**src/rtl/control_captura_pkg.sv**
```systemverilog
// Shared types for the OV7670 capture path: FSM encoding and RGB565->RGB332 field positions.
package control_captura_pkg;

  typedef enum logic [2:0] {
    ST_IDLE    = 3'd0,
    ST_ARM     = 3'd1,
    ST_SYNC    = 3'd2,
    ST_CAPTURE = 3'd3,
    ST_DONE    = 3'd4
  } state_e;

  // First camera byte carries R[7:5] and the top of G; second byte carries the B field used.
  localparam int R_HI = 7;
  localparam int R_LO = 5;
  localparam int G_HI = 2;
  localparam int G_LO = 0;
  localparam int B_HI = 4;
  localparam int B_LO = 3;

  function automatic logic [7:0] rgb565_to_332(input logic [7:0] b1, input logic [7:0] b2);
    return {b1[R_HI:R_LO], b1[G_HI:G_LO], b2[B_HI:B_LO]};
  endfunction

endpackage

```
**src/rtl/control_captura_pix.sv**
```systemverilog
// Byte-pair assembler: latches the first byte, presents an RGB332 pixel combinationally with the second.
// Zero latency to pix_vld; no backpressure (camera bytes cannot be stalled).
module control_captura_pix
  import control_captura_pkg::*;
(
  input  logic       clk,
  input  logic       rst_n,
  input  logic       clr,
  input  logic       en,
  input  logic [7:0] datos,
  output logic       pix_vld,
  output logic [7:0] pix_dat
);

  logic       phase_q, phase_d;
  logic [7:0] b1_q, b1_d;

  always_comb begin
    phase_d = phase_q;
    b1_d    = b1_q;
    if (clr) begin
      phase_d = 1'b0;
    end else if (en) begin
      phase_d = ~phase_q;
      if (!phase_q) b1_d = datos;
    end
  end

  always_ff @(posedge clk or negedge rst_n) begin
    if (!rst_n) begin
      phase_q <= 1'b0;
      b1_q    <= '0;
    end else begin
      phase_q <= phase_d;
      b1_q    <= b1_d;
    end
  end

  assign pix_vld = en & phase_q & ~clr;
  assign pix_dat = rgb565_to_332(b1_q, datos);

endmodule

```
**src/rtl/control_captura.sv**
```systemverilog
// Frame-capture FSM: aligns to VSYNC/HREF, decimates, and writes RGB332 pixels to the DP RAM.
// RAM write registered one PCLK after the second byte; no backpressure, overflow flagged when RAM is full.
module control_captura
  import control_captura_pkg::*;
#(
  parameter int IN_W = 640,
  parameter int IN_H = 480,
  parameter int DEC  = 4,
  parameter int AW   = 15
) (
  input  logic          PCLK,
  input  logic          rst,
  input  logic          start,
  input  logic          continuous,
  input  logic          VSYNC,
  input  logic          HREF,
  input  logic [7:0]    datos,
  output logic [7:0]    DP_RAM_data_in,
  output logic [AW-1:0] DP_RAM_addr_in,
  output logic          regW,
  output logic          busy,
  output logic          frame_done,
  output logic          overflow
);

  localparam int XW    = $clog2(IN_W + 1);
  localparam int YW    = $clog2(IN_H + 1);
  localparam int DEPTH = (IN_W / DEC) * (IN_H / DEC);
  // Writes stop at whichever is smaller: the decimated frame or the RAM.
  localparam int LIMIT = (DEPTH < (1 << AW)) ? DEPTH : (1 << AW);

  state_e        state_q, state_d;
  logic          vsync_q, href_q;
  logic [XW-1:0] x_q, x_d;
  logic [YW-1:0] y_q, y_d;
  logic [AW-1:0] waddr_q, waddr_d;
  logic          full_q, full_d;
  logic          ovf_q, ovf_d;
  logic          regw_q, regw_d;
  logic [7:0]    data_q, data_d;
  logic [AW-1:0] addr_q, addr_d;

  logic       pix_clr, pix_en, pix_vld;
  logic [7:0] pix_dat;
  logic       vsync_fall, vsync_rise, href_fall, keep;

  assign vsync_fall = vsync_q & ~VSYNC;
  assign vsync_rise = ~vsync_q & VSYNC;
  assign href_fall  = href_q & ~HREF;
  assign pix_en     = (state_q == ST_CAPTURE) & HREF;
  assign keep       = ((x_q & XW'(DEC - 1)) == '0) && ((y_q & YW'(DEC - 1)) == '0) &&
                      (x_q < XW'(IN_W)) && (y_q < YW'(IN_H));

  control_captura_pix u_pix (
    .clk     (PCLK),
    .rst_n   (rst),
    .clr     (pix_clr),
    .en      (pix_en),
    .datos   (datos),
    .pix_vld (pix_vld),
    .pix_dat (pix_dat)
  );

  always_comb begin
    state_d = state_q;
    x_d     = x_q;
    y_d     = y_q;
    waddr_d = waddr_q;
    full_d  = full_q;
    ovf_d   = ovf_q;
    regw_d  = 1'b0;
    data_d  = data_q;
    addr_d  = addr_q;
    pix_clr = 1'b0;
    case (state_q)
      ST_IDLE: begin
        if (start) begin
          state_d = ST_ARM;
          ovf_d   = 1'b0;
        end
      end
      ST_ARM: begin
        if (VSYNC) state_d = ST_SYNC;
      end
      ST_SYNC: begin
        if (vsync_fall) begin
          state_d = ST_CAPTURE;
          x_d     = '0;
          y_d     = '0;
          waddr_d = '0;
          full_d  = 1'b0;
          pix_clr = 1'b1;
        end
      end
      ST_CAPTURE: begin
        if (vsync_rise) begin
          state_d = ST_DONE;
        end else if (href_fall) begin
          // Line end also drops any unpaired first byte.
          x_d     = '0;
          y_d     = (y_q == YW'(IN_H)) ? y_q : y_q + YW'(1);
          pix_clr = 1'b1;
        end else if (pix_vld) begin
          x_d = (x_q == XW'(IN_W)) ? x_q : x_q + XW'(1);
          if (keep) begin
            if (full_q) begin
              ovf_d = 1'b1;
            end else begin
              regw_d = 1'b1;
              data_d = pix_dat;
              addr_d = waddr_q;
              if (waddr_q == AW'(LIMIT - 1)) full_d = 1'b1;
              else waddr_d = waddr_q + AW'(1);
            end
          end
        end
      end
      ST_DONE: begin
        state_d = continuous ? ST_SYNC : ST_IDLE;
      end
      default: state_d = ST_IDLE;
    endcase
  end

  always_ff @(posedge PCLK or negedge rst) begin
    if (!rst) begin
      state_q <= ST_IDLE;
      vsync_q <= 1'b0;
      href_q  <= 1'b0;
      x_q     <= '0;
      y_q     <= '0;
      waddr_q <= '0;
      full_q  <= 1'b0;
      ovf_q   <= 1'b0;
      regw_q  <= 1'b0;
      data_q  <= '0;
      addr_q  <= '0;
    end else begin
      state_q <= state_d;
      vsync_q <= VSYNC;
      href_q  <= HREF;
      x_q     <= x_d;
      y_q     <= y_d;
      waddr_q <= waddr_d;
      full_q  <= full_d;
      ovf_q   <= ovf_d;
      regw_q  <= regw_d;
      data_q  <= data_d;
      addr_q  <= addr_d;
    end
  end

  assign DP_RAM_data_in = data_q;
  assign DP_RAM_addr_in = addr_q;
  assign regW           = regw_q;
  assign overflow       = ovf_q;
  assign busy           = (state_q != ST_IDLE);
  assign frame_done     = (state_q == ST_DONE);

endmodule

```
**config.mk**
```make
export PLATFORM = sky130hd
export DESIGN_NAME = control_captura
export DESIGN_NICKNAME = d
export VERILOG_FILES = /design/src/rtl/control_captura_pkg.sv /design/src/rtl/control_captura_pix.sv /design/src/rtl/control_captura.sv
export SDC_FILE = /design/constraint.sdc
export NUM_CORES = 1
export LEC_CHECK = 0
export BUFFER_PORTS_ARGS = -buffer_cell sky130_fd_sc_hd__buf_2
export CELL_PAD_IN_SITES_DETAIL_PLACEMENT = 1
export CELL_PAD_IN_SITES_GLOBAL_PLACEMENT = 2
export CORE_MARGIN = 10
export CORE_UTILIZATION = 35
export DETAILED_ROUTE_END_ITERATION = 12
export PLACE_DENSITY = 0.77
export REMOVE_ABC_BUFFERS = 1
export SLEW_MARGIN = 20
export SYNTH_ARGS = -nofsm -noshare
export SYNTH_HDL_FRONTEND = slang
export SYNTH_SLANG_ARGS = --single-unit
```
**constraint.sdc**
```tcl
create_clock -name PCLK -period 6 [get_ports PCLK]
set_clock_uncertainty 0.05 [all_clocks]
set_input_delay 0.6 -clock PCLK [delete_from_list [all_inputs] [get_ports PCLK]]
set_output_delay 0.6 -clock PCLK [all_outputs]
set_load 0.03 [all_outputs]
```
-- After elaboration in Yosys (flattened, before gate mapping)
Cells that the tools add are included.
- ROM bits: 0
- bits in writable memories: 0
- bits in latches: 0
- memories kept: 0
- input bits: 14
- flip-flop bits (word level): 74
- multipliers: 0
- reduce and logical (&&, ||, !) cells: 18
- divide/modulo/power cells: 0
- bitwise operators: 14
- eq/ne operators: 22
- shifts and indexed selects: 0
- mux-type cells: 52
- add/sub/neg operators: 3
- magnitude comparators: 2
- operators with widths (cell ; count):
    15-bit 2-to-1 mux ; 7
    10-bit 2-to-1 mux ; 5
    9-bit 2-to-1 mux ; 4
    15-bit one-hot mux with 2 select lines ; 1
    2-bit inequality test, second input constant ; 13
    1-bit 2-to-1 mux ; 24
    10-bit one-hot mux with 2 select lines ; 1
    9-bit one-hot mux with 2 select lines ; 1
    15-bit by 1-bit adder with 15-bit output, second input constant ; 1
    15-bit equality test, second input constant ; 1
    3-bit one-hot mux with 5 select lines ; 1
    3-bit 2-to-1 mux ; 4
    6-bit AND reduction ; 2
    10-bit by 1-bit adder with 10-bit output, second input constant ; 1
    10-bit equality test, second input constant ; 1
    10-bit zero test ; 1
    10-bit less-than comparator, second input constant ; 1
    5-bit AND reduction ; 2
    9-bit by 1-bit adder with 9-bit output, second input constant ; 1
    9-bit equality test, second input constant ; 1
    9-bit zero test ; 1
    9-bit less-than comparator, second input constant ; 1
    1-bit NOT ; 8
    8-bit AND reduction ; 1
    14 further kinds ; 27

-- Depth between registers and ports, before layout
Gate-level depths: netlist of the first run.
- word-level depth: 11
- depth in mapped cells: 9
- gate-level depth less buffers: 7

-- Cells and area by module
A second synthesis of the first run with hierarchy kept.
- cells, all modules: 353
- area, all modules: 3729.8 um^2
- modules (own cells, without submodules) (module ; cells an instance ; times used ; area each (um^2)):
    control_captura ; 334 ; 1 ; 3430.8
    control_captura_pix ; 19 ; 1 ; 299.0

-- Worst setup path after synthesis of the first run
OpenSTA, ideal clock, no wires.
- path kind: reg-to-reg
- start point: register y_q[0]
- end point: register addr_q[10] (netlist: DP_RAM_addr_in[10])
- data required time: 5.825 ns
- data arrival time: 2.057 ns
- path buffers: 2
- slack: 3.768 ns
- cell stages (with the launch flop): 9
- path through: dfrtp_1 -> inv_1 -> ha_1 -> nand4_1 -> or3_4 -> or3_1 -> buf_2 -> buf_6 -> mux2_4
- longest elaborated chain between the ends: 5
- elaborated cells on any way between the ends: 6
- classes of those cells: 1 x order compare; 5 x reduce/logical
- ends and longest elaborated chain (item ; line ; text):
    start: declaration ; control_captura.sv:35 ; logic [YW-1:0] y_q, y_d;
    start signal: assignment ; control_captura.sv:143 ; y_q <= y_d;
    branches (longest 3 deep; another with 9-bit less-than comparator) ; n/a ;
    1-bit logical AND * ; control_captura.sv:52 ; (x_q < XW'(IN_W)) && (y_q < YW'(IN_H));
    6-bit AND reduction (no line) * ; n/a ;
    end signal: assignment ; control_captura.sv:149 ; addr_q <= addr_d;
    end: declaration ; control_captura.sv:41 ; logic [AW-1:0] addr_q, addr_d;
Every way passes the cells marked *.
A chain may end at the register's enable or synchronous reset.

-- Worst setup path in the final report of the first run
- start point: register state_q[0]
- end point: register y_q[0]
- longest elaborated chain between the ends: 3
- elaborated cells on any way between the ends: 9
- classes of those cells: 6 x eq/ne; 1 x mux; 2 x reduce/logical
- ends and longest elaborated chain (item ; line ; text):
    start: declaration ; control_captura.sv:32 ; state_e state_q, state_d;
    start signal: assignment ; control_captura.sv:139 ; state_q <= state_d;
    3-bit by 2-bit equality test with 1-bit output ; control_captura.sv:75 ; case (state_q)
    2-bit inequality test (no line) / 2-bit nonzero test (equally long branches) ; n/a ;
    5-bit AND reduction (no line) ; n/a ;
Parallel ways exist; a longest one is shown, timed or not.

==> results of run 1 <==
## stage by stage
stage          worst slack (ps)  hold slack, ps
3_5_place_dp               3400             439
6_report                   3460             359
3_3_place_gp               3510             411
5_1_grt                    3240             354
2_1_floorplan              3500             254
4_1_cts                    3390             350
## worst max-delay path, delay by kind of cell, from the launching register on
family,cells,cell delay [ps]
flip-flops,1,520
AO/OA/AOI/OAI,1,640
AND/OR/NAND/NOR,3,910
multiplexers,1,310
## cell usage in the layout (no fill, tap or decap), types with 4 or more instances in the layout
| master | n |
|---|---|
| inv_1 | 10 |
| dfrtp_1 | 72 |
| nor2b_1 | 6 |
| nand2_1 | 32 |
| nand3_1 | 10 |
| or3_1 | 4 |
| nand4_1 | 6 |
| clkbuf_8 | 9 |
| nor3_1 | 4 |
| inv_6 | 4 |
| a31oi_1 | 4 |
| a21oi_1 | 13 |
| o211ai_1 | 7 |
| o2111ai_1 | 4 |
| and2_1 | 4 |
| ha_1 | 5 |
| mux2_4 | 17 |
| xor2_1 | 4 |
| or4_1 | 4 |
| o21ai_0 | 15 |
| nor2_1 | 22 |
| o31ai_1 | 9 |
| mux2_2 | 13 |
| and3_1 | 4 |
| buf_2 | 40 |
| o311ai_0 | 4 |
| o41ai_1 | 6 |
## layer usage
layer	vias to the layer above	share of wire [%]	wire [um]	GRT usage [%]
li1	1307	-	-	-
met1	1363	48	4250	16.3
met2	41	47	4220	20.0
met3	9	3.7	333	3.49
met4	0	1.6	146	4.92
met5	-	0	0	0
## cell families after synthesis
family / synth area share, %
adder cells (fa/ha/maj): 1.74
AND/OR/NAND/NOR: 17.7
flip-flops: 50.2
multiplexers: 12.0
AO/OA/AOI/OAI: 14.3
XOR/XNOR: 1.46
buffers and inverters: 2.61
## report_power, final
group          total (mW)  switching (mW)  internal (mW)  leakage, nW
logic               0.446           0.274          0.172        0.850
registers           0.637          0.0720          0.565        0.971
clock network       0.390           0.227          0.163       0.0999
total                1.47           0.573          0.900         1.92
## registers in the layout, summed over array words and instances (netlist names)
register / cells
DP_RAM_addr_in: 15
DP_RAM_data_in: 8
full_q: 1
href_q: 1
overflow: 1
regW: 1
state_q: 3
u_pix.b1_q: 6
u_pix.phase_q: 1
vsync_q: 1
waddr_q: 15
x_q: 10
y_q: 9
## worst min path at each step
stage / slack, ps / depth (start not counted) / startpoint / endpoint
after floorplan: 250 / 0 / rst / DP_RAM_addr_in[0]
after global placement: 410 / 2 / DP_RAM_addr_in[13] / DP_RAM_addr_in[13]
after detailed placement: 440 / 2 / DP_RAM_addr_in[13] / DP_RAM_addr_in[13]
after CTS: 350 / 1 / VSYNC / vsync_q
after global routing: 350 / 1 / VSYNC / vsync_q
final: 360 / 1 / VSYNC / vsync_q
## cell type report
class	instances	area (sq um)	area share [%]
Clock inverter	7	71.3	1.74
Multi-Input combinational cell	236	1690	41.2
Sequential cell	72	1800	43.8
Timing Repair Buffer	42	215	5.24
Inverter	10	37.5	0.913
Tap cell	133	166	4.05
Clock buffer	9	124	3.01
==> run summary, run 1 <==
==============================================================================
Antenna violations before repair                                             0
Worst rel slew slack                                                     38.5%
Dominant cell type by count on the critical path                       nand2_1
Chain of cells forming the critical path                          and3b_1, nand2_1, o21ai_0, nand2_1, mux2_2
Number of synthesized register bits                                         72
Critical Path End                                                       y_q[0]
HP Class                                                          input port to flip-flop
Biggest fanout along the worst timing path                                  12
Number of diodes                                                             0
Die Footprint                                                      14700 sq um
Number of global-route vias before repair                                 2848
Total global routing track utilization                                   12.7%
Die Wd                                                                  121 um
Global-route wire length before repair                                15200 um
Power density over the cells                                       358 nW/um^2
Clock period minus worst slack                                         2540 ps
H-Tree Depth                                                                 3
Post-placement cell area                                            3920 sq um
Clock tree root driver cell                                           clkbuf_8
Clock buffer depth                                                           2
Non-Filler Instances                                                       509
Unrepaired setup endpoints after global routing                          false
Post-DR vias/cell                                                         5.34
Data arrival time of the worst path                                    2750 ps
Remaining routing DRC violations                                             0
Leakage power figure                                                   1.92 nW
Fraction of registers with async set/reset                                100%
Worst-Margin Slew                                                       922 ps
CTS tree                                                                  done
Summed negative setup slack over all endpoints                            0 ps
Area growth from synthesis to layout                                     14.5%
Number of violations of the max-capacitance limit                            0
Worst-path cell with the longest stage delay                           o21ai_0
Warning count from the yosys run                                             0
Reg2reg path depth                                                           5
Post-synthesis cell type count                                              52
Finished layout cell area                                           4110 sq um
Critical R2R Launch                                                 state_q[0]
Height of the chip                                                      121 um
Type of element capturing the critical path                          flip-flop
Peak per-stage delay on the critical path                               640 ps
Worst EP required                                                      6210 ps
Worst ir drop on vdd                                                0.000136 V
Maximum number of pins on one net before global-route repair                73
I/O Pins                                                                    41
Buffers inserted during post-CTS setup optimization                          0
Final cell utilization of the core                                       41.7%
Setup-failing EPs final                                                      0
Endpoint of the lowest-slack register-to-register path                  y_q[0]
Sum of overflow across all layers after global routing                       0
Sequential cell area fraction in the yosys report                        50.2%
Share of layout cells above drive strength 1                             25.5%
Nets@finish                                                                390
Design Power                                                           1.47 mW
DRC marker count from the first detailed-route iteration                   111
Clock sink count                                                            72
Last weighted congestion value of the routability-driven placer          0.779
Most frequent cells after synthesis                               72 x dfrtp_1, 32 x nand2_1, 22 x nor2_1
Clock Pin Slew Worst Setup and Hold Paths                                90 ps
Number of flops mapped to enable cells by yosys                              0
Number of buffers created by CTS                                             9
Count of standard-cell rows                                                 36
Result of the run                                                    completed
Post-Synthesis Cells                                                       328
Hold-fix buffer count after cts                                              0
Largest cells by area after synthesis                             dfrtp_1 50%, mux2_4 7.1%, mux2_2 4.1%
Primary flip-flop cell chosen by synthesis mapping                     dfrtp_1
Clock Latency Late Sink                                                 380 ps
Total length of routed wires                                           8950 um
Worst setup SP type                                                  flip-flop
Max-slew violations                                                          0
Core footprint                                                      9860 sq um
Number of nets with antenna violations after routing                         0
Ratio of final minimum period to clock period                            42.3%
WL/cell                                                                17.6 um
Vias                                                                      2720
Number of detailed-route iterations in the first pass                        6
Library cell with the highest instance count after synthesis           dfrtp_1
Number of inserted filler cells in the final layout                       1123
Highest Clock Rate                                                     394 MHz
Quantity of I/O buffers inserted on ports                                   40
Launching element of the worst setup path                           state_q[0]
Reg2Reg Setup Slack                                                    3460 ps
Placed insts                                                               493
Post_cts resized                                                             0
Worst Setup Path Type                                             flip-flop to flip-flop
Synth Area per Inst                                                 10.9 sq um
Area fraction of the dominant cell type after synthesis                  50.2%
Final Hold Viols                                                             0
Placed wire-length estimate after detailed placement                   6380 um
Cell area after synthesis                                           3590 sq um
Most area-hungry cell type in the Yosys netlist                        dfrtp_1
Initial core utilization                                                 36.4%
==============================================================================
Power figures use the tool's default switching activity.
==> run 2, diff against run 1 <==
Clock period 6 ns to 2.35 ns, I/O delays scaled along.
==> run 2 against run 1 <==
Compared with the run above: count of clock-buffer cells in the layout unchanged; die area did not move; utilization grew 1.9 points; via count increased by 2.8%; clock power increased to 2.9 times the previous value; design area increased by 4.5%; critical path depth rose by 2; first-iteration DRC count up 44%; hold slack lost 330 ps; highest routed layer unchanged.
==> run summary, run 2 (synthesis gave the netlist of run 1 again) <==
==============================================================================
Result of the run                                                    completed
Remaining routing DRC violations                                             0
Sum of overflow across all layers after global routing                       0
Post-placement cell area                                            4040 sq um
Number of inserted filler cells in the final layout                       1089
I/O Pins                                                                    41
Number of nets with antenna violations after routing                         0
Worst rel slew slack                                                     60.5%
Height of the chip                                                      121 um
Worst-Margin Slew                                                       592 ps
Unrepaired setup endpoints after global routing                          false
Most used cells in the layout excluding fill and tap cells        72 x dfrtp_1, 40 x buf_2, 32 x nand2_1, 22 x nor2_1, 17 x mux2_4
Final-layout worst hold slack                                          31.3 ps
Die Wd                                                                  121 um
Data arrival time of the worst path                                    2450 ps
H-Tree Depth                                                                 3
Clock Pin Slew Worst Setup and Hold Paths                                80 ps
Setup-failing EPs final                                                      0
Initial core utilization                                                 36.4%
Quantity of I/O buffers inserted on ports                                   40
Antenna violations before repair                                             0
Biggest fanout along the worst timing path                                  25
Share of layout cells above drive strength 1                             28.5%
Final Hold Viols                                                             0
Number of global-route vias before repair                                 3008
Highest Clock Rate                                                     442 MHz
Global-route wire length before repair                                15300 um
HP Class                                                          input port to flip-flop
Worst Setup Path Type                                             flip-flop to flip-flop
Total global routing track utilization                                   12.7%
Post-DR vias/cell                                                         5.32
DRC marker count from the first detailed-route iteration                   160
Clock Latency Late Sink                                                 350 ps
Clock buffer depth                                                           2
Hold Crit Start                                                           HREF
Core footprint                                                      9860 sq um
Number of detailed-route iterations in the first pass                        4
Max-slew violations                                                          0
Clock sink count                                                            72
CTS tree                                                                  done
Placed wire-length estimate after detailed placement                   6590 um
Number of diodes                                                             0
Finished layout cell area                                           4290 sq um
Power density over the cells                                       932 nW/um^2
Die Footprint                                                      14700 sq um
Number of violations of the max-capacitance limit                            0
Last weighted congestion value of the routability-driven placer          0.837
Number of buffers created by CTS                                             9
Worst setup timing slack at the placement stage                        62.0 ps
Ratio of final minimum period to clock period                            96.3%
Type of element capturing the critical path                          flip-flop
Worst EP required                                                      2540 ps
Area growth from synthesis to layout                                     19.6%
Vias                                                                      2797
Clock tree root driver cell                                           clkbuf_8
Launching element of the worst setup path                               y_q[1]
Leakage power figure                                                   2.02 nW
WL/cell                                                                16.9 um
Clock period minus worst slack                                         2260 ps
Total length of routed wires                                           8880 um
Count of standard-cell rows                                                 36
Critical R2R Launch                                                     y_q[1]
Final Worst Setup Slack                                                88.1 ps
Maximum number of pins on one net before global-route repair                28
Nets@finish                                                                407
Worst ir drop on vdd                                                0.000390 V
Most common cell after layout, fill and taps aside                     dfrtp_1
Worst setup SP type                                                  flip-flop
==============================================================================
[run 2: changes by cell type in the layout (fill, tap and decap cells not counted)]
| cell | delta |
|---|---|
| clkinvlp_4 | +1 |
| inv_6 | -4 |
| dlygate4sd3_1 | +2 |
| buf_4 | +14 |
| buf_12 | +1 |
| bufinv_16 | +2 |
| or3_1 | -1 |
| clkinv_4 | +2 |
| clkinv_8 | -1 |
| or3_4 | +1 |
[run 2: critical path, cell delays in order (launching register included)]
cell,delay (ps)
dfrtp_1,400
inv_1,100
ha_1,170
nand4_1,100
or3_4,430
or3_4,390
buf_12,180
mux2_4,310
[run 2: worst paths after layout]
check / endpoint / slack (ps) / cells after the start
worst max register to register: DP_RAM_addr_in[8] / 90 / 7
worst min register to register: DP_RAM_addr_in[13] / 440 / 2
max in group asynchronous: state_q[0] / 1120 / 3
worst min-delay path: href_q / 30 / 1
worst max-delay path: DP_RAM_addr_in[8] / 90 / 7
min in group asynchronous: DP_RAM_data_in[3] / 360 / 2
[run 2: per-layer routing]
layer | wire (um) | part of all wire, % | vias to the layer above | global-route usage, %
met5 | 0 | 0 | - | 0
met4 | 88 | 0.99 | 0 | 3.87
met3 | 379 | 4.3 | 8 | 3.77
met2 | 4370 | 49 | 41 | 21.5
met1 | 4040 | 46 | 1412 | 15.2
li1 | - | - | 1336 | -
[run 2: per-stage QoR]
stage | total power [mW] | TNS [ps] | std cells | util (%)
2_1_floorplan | 2.42 | -3230 | 318 | -
3_3_place_gp | 2.87 | 0 | 508 | 41.0
3_5_place_dp | 2.90 | 0 | 508 | 41.0
4_1_cts | 4.06 | 0 | 526 | 43.5
5_1_grt | 4.27 | 0 | 526 | 43.5
6_report | 4.00 | 0 | 526 | 43.5
[run 2: where the power goes]
part	internal (mW)	switching, mW	total, mW
Sequential	1.44	0.175	1.62
Clock	0.610	0.530	1.14
Combinational	0.525	0.718	1.24
[run 2: repair_timing]
action / in CTS / in global routing
endpoints found under the hold margin: 26 / 0
setup endpoints to repair: 0 / 19
gates resized for setup: 0 / 1
setup buffers: 0 / 0
hold buffers: 2 / 0
[run 2: area by class of cell]
class / count / area, sq um / area share [%]
Timing Repair Buffer: 59 / 360 / 8.39
Tap cell: 133 / 166 / 3.88
Multi-Input combinational cell: 236 / 1700 / 39.6
Sequential cell: 72 / 1800 / 42.0
Inverter: 10 / 37.5 / 0.874
Clock buffer: 9 / 124 / 2.88
Clock inverter: 7 / 105 / 2.45
